## config.mk

```make
export PLATFORM = sky130hd
export DESIGN_NAME = delay_line
export DESIGN_NICKNAME = d
export VERILOG_FILES = /design/src/rtl/delay_line.sv
export SDC_FILE = /design/constraint.sdc
export NUM_CORES = 1
export LEC_CHECK = 0
export CAP_MARGIN = 10
export CORE_AREA = 4 4 109 59
export DETAILED_ROUTE_END_ITERATION = 16
export DIE_AREA = 0 0 113 63
export PLACE_DENSITY_LB_ADDON = 0.05
export SLEW_MARGIN = 10
export SYNTH_ARGS = -nofsm -noshare
export SYNTH_HDL_FRONTEND = slang
export SYNTH_SLANG_ARGS = --single-unit
```

## constraint.sdc

```tcl
create_clock -name clk -period 3.2 [get_ports clk]
set_clock_uncertainty 0.2 [all_clocks]
set_input_delay 0.64 -clock clk [delete_from_list [all_inputs] [get_ports clk]]
set_output_delay 0.64 -clock clk [all_outputs]
set_load 0.01 [all_outputs]
```

## src/rtl/delay_line.sv

```systemverilog
// Tapped delay line: MAX_DELAY {valid,data} stages with a runtime-selected output tap.
// Optional occupancy counter compiled in with DELAY_LINE_OCCUPANCY_EN.
`ifndef DELAY_LINE_SV
`define DELAY_LINE_SV

module delay_line #(
  parameter  int WIDTH     = 8,
  parameter  int MAX_DELAY = 8,
  localparam int TAP_W     = $clog2(MAX_DELAY + 1)
) (
  input  logic             clk,
  input  logic             rst_n,
  input  logic             en,
  input  logic             flush,
  input  logic [TAP_W-1:0] tap,
  input  logic             in_valid,
  input  logic [WIDTH-1:0] in_data,
  output logic             out_valid,
  output logic [WIDTH-1:0] out_data
`ifdef DELAY_LINE_OCCUPANCY_EN
  ,
  output logic [TAP_W-1:0] occupancy
`endif
);

  logic             r_valid [MAX_DELAY];
  logic [WIDTH-1:0] r_data  [MAX_DELAY];
  logic [TAP_W-1:0] w_eff_tap;

  always_ff @(posedge clk or negedge rst_n) begin
    if (!rst_n) begin
      for (int unsigned i = 0; i < MAX_DELAY; i++) begin
        r_valid[i] <= 1'b0;
        r_data[i]  <= '0;
      end
    end else if (flush) begin
      // Flush drops only the valid bits; stale payload is harmless once invalid.
      for (int unsigned i = 0; i < MAX_DELAY; i++) r_valid[i] <= 1'b0;
    end else if (en) begin
      r_valid[0] <= in_valid;
      r_data[0]  <= in_data;
      for (int unsigned i = 1; i < MAX_DELAY; i++) begin
        r_valid[i] <= r_valid[i-1];
        r_data[i]  <= r_data[i-1];
      end
    end
  end

  always_comb begin
    w_eff_tap = tap;
    if (tap == '0)
      w_eff_tap = TAP_W'(1);
    else if (tap > TAP_W'(MAX_DELAY))
      w_eff_tap = TAP_W'(MAX_DELAY);
  end

  // Compare-based mux keeps the index within the array range for any tap width.
  always_comb begin
    out_valid = 1'b0;
    out_data  = '0;
    for (int unsigned i = 0; i < MAX_DELAY; i++) begin
      if (w_eff_tap == TAP_W'(i + 1)) begin
        out_valid = r_valid[i];
        out_data  = r_data[i];
      end
    end
  end

`ifdef DELAY_LINE_OCCUPANCY_EN
  logic [TAP_W-1:0] r_occ;

  always_ff @(posedge clk or negedge rst_n) begin
    if (!rst_n)
      r_occ <= '0;
    else if (flush)
      r_occ <= '0;
    else if (en)
      r_occ <= r_occ + TAP_W'(in_valid) - TAP_W'(r_valid[MAX_DELAY-1]);
  end

  assign occupancy = r_occ;
`endif

endmodule

`endif

```

==> flow_metrics.tcl <==
set metrics [dict create \
    crit_arrival_ps 2240 \
    antenna_left 0 \
    regArea_um2 1802 \
    fillCellCount 360 \
    min_path_type "primary input to asynchronous set/reset pin" \
    yosys_most_used_dff "dfrtp_1" \
    via_count 2376 \
    drt-initial-drc-count 214 \
    required_ps 2360 \
    grt-busiest-layer "met2" \
    synth_edf_count 0 \
    critical_path.slowest_cell "dlygate4sd2_1" \
    slew_headroom_pct 73.03 \
    clock-sinks 72 \
    utilization_pct 75.66 \
    synth_top_cell_by_area "dfrtp_1" \
    p_leak_nw 1.814 \
    core_um2 5396 \
    dr.pass1.iters 4 \
    grt.overflow.total 0 \
    track_usage_pct 22.57 \
    die_w_um 113 \
    syn_avg_cell_area_um2 12.40 \
    status "finished, final reports clean" \
    die_h_um 63 \
    yosysMostFrequentCell "dfrtp_1" \
    io_buffers 25 \
    drv_cap 0 \
    pin_count 26 \
    cts_buffer_depth 2 \
    hold_ws_ps 14.99 \
    h-tree-depth 3 \
    p_comb_share_pct 23.9 \
    drc 0 \
    power.density_nw_per_um2 676.4 \
    routed_wl_um 7376 \
    clkLatencyLatePin_ps 340 \
    die_area_um2 7119 \
    setup_viol 0 \
    avgViaCountPerCell 6.000 \
    multi_input_area_um2 1488 \
    maxSlewViolCount 0 \
    drive_gt1_share_pct 38.08 \
    nNetsFinal 335 \
    internal-power_mw 1.920 \
    fin_crit_ps 3082 \
    crit_fanout 5 \
    dp_hpwl_um 5078 \
    crit_chain "dlygate4sd2_1, buf_4, nor3b_4, buf_4, buf_6, o21ai_0, o31ai_1, a221o_1, dlygate4sd2_1" \
    cts_buffers 9 \
    startpoint_type "primary input" \
    gp_congestion 0.8388 \
    antenna_found_initial 0 \
    synth_top_area_share_pct 53.81 \
    max_slew.worst_pin.slew_ps 404.6 \
    fmax_mhz 324.5 \
    synth_nets 287 \
    area_delta_synth_final_pct 21.94 \
    start_util_pct 62.04 \
    path_clk_slew_ps 80 \
    critPathTopFamily "buffers and inverters" \
    grt_max_degree 58 \
    use_met3_pct 6.286 \
    synth_cell_types 21 \
    grtUsageMet2_pct 33.70 \
    criticalPathCategory "primary input to primary output" \
    rsz0062_at_grt "false" \
    synthTopCellsByCount "dfrtp_1 (72), mux2_2 (64), a21oi_1 (17), nor2_1 (17), buf_2 (14)" \
    cts_tree "built" \
    netlist_instances 270 \
    crit_buf_inv 5 \
    switching_share_pct 30.49 \
    worst_slack_ps 118.1 \
    globalRouteMet1Util_pct 31.94 \
    ir_drop_v 0.0005506 \
    power.total_mw 2.761 \
    hold_viol_final 0 \
    period_share_pct 96.31 \
    p_seq_share_pct 53.3 \
    slowest_delay_ps 280 \
    yosysWarningCount 0 \
    cts_root_buf "clkbuf_8" \
    synthArstFlopShare_pct 100.0 \
    p_sw_mw 0.8418 \
    yosysSeqAreaShare_pct 53.81 \
    ys_seq_elements 72 \
    antennaDiodeCount 0 \
    wl_per_cell_um 18.63 \
    rows 19 \
    hold_buffers 0 \
    setup_tns_ps 0 \
    place_ws_ps -413.7 \
    grt_pass1_wl_um 12440 \
    netlist_top_cells_area "dfrtp_1 (54%), mux2_2 (22%), mux2i_1 (2.7%)" \
    p_clk_share_pct 22.8 \
    end_kind "primary output" \
    syn_area_um2 3348 \
    grt_pass1_vias 2424 \
]
==> what timing repair did <==
action                                  in CTS  in global routing
pin swaps                                    4                  0
endpoints found under the setup margin       9                  1
setup buffers                                2                  0
gates resized for setup                     24                  2
==> flip-flops by register name, summed over array words and instances (netlist names) <==
name,flops
r_valid,8
r_data,64
==> kinds of logic (layout without fill, tap and decap cells) <==
kind of cell / after synthesis / count (layout) / synth area share (%)
AND/OR/NAND/NOR: 42 / 42 / 6.166
flip-flops: 72 / 72 / 53.81
AO/OA/AOI/OAI: 62 / 62 / 12.89
buffers and inverters: 21 / 74 / 2.915
multiplexers: 73 / 73 / 24.22
==> cells in the final DEF (no fill, tap or decap), types with 2 or more instances in the layout <==
| master | count |
|---|---|
| o31ai_1 | 4 |
| buf_12 | 3 |
| a21oi_1 | 17 |
| a211o_1 | 2 |
| clkdlybuf4s50_1 | 11 |
| o21ai_1 | 2 |
| mux2i_1 | 9 |
| nor2_1 | 17 |
| mux2_2 | 64 |
| nand2b_1 | 10 |
| nand3b_1 | 2 |
| o31ai_2 | 4 |
| a221o_1 | 8 |
| nand2_1 | 9 |
| buf_6 | 2 |
| o2bb2ai_1 | 9 |
| o21ai_0 | 7 |
| clkinvlp_4 | 3 |
| buf_4 | 28 |
| dfrtp_1 | 72 |
| dlygate4sd2_1 | 10 |
| clkbuf_8 | 9 |
| o22ai_1 | 8 |
==> metal layers <==
layer  vias to the layer above  routed length (µm)
li1                       1085                   -
met1                      1199                3513
met2                        80                3326
met3                        12                 460
met4                         0                  76
met5                         -                   0
==> area by class of cell <==
class | count | share of cell area, %
Sequential cell | 72 | 44.13
Multi-Input combinational cell | 177 | 36.44
Tap cell | 73 | 2.237
Clock buffer | 10 | 3.126
Clock inverter | 6 | 1.103
Timing Repair Buffer | 58 | 12.96
==> metrics by stage <==
step	area, µm²	instances
2_1_floorplan	3348	270
3_3_place_gp	3860	378
3_5_place_dp	3860	378
4_1_cts	4079	396
5_1_grt	4083	396
6_report	4083	396
==> power groups by stage <==
stage,Combinational [mW],Sequential [mW],Clock [mW]
5_1_grt,0.725,1.52,0.697
3_5_place_dp,0.677,1.48,0
3_3_place_gp,0.646,1.45,0
2_1_floorplan,0.475,1.39,0
4_1_cts,0.666,1.46,0.647
6_report,0.659,1.47,0.630
==> final timing paths <==
check                           start           to  slack (ps)  depth (start not counted)
setup / recovery               tap[3]  out_data[5]         120                          9
hold / removal                  rst_n    r_data[1]          10                          1
max in group asynchronous       rst_n   r_data[50]        2160                          2
setup reg to reg           r_data[57]   r_data[49]        2140                          1
hold reg to reg             r_data[3]    r_data[3]         320                          1
min in group clk            r_data[3]    r_data[3]         320                          1
No activity file was read; power rests on OpenSTA's default activity.
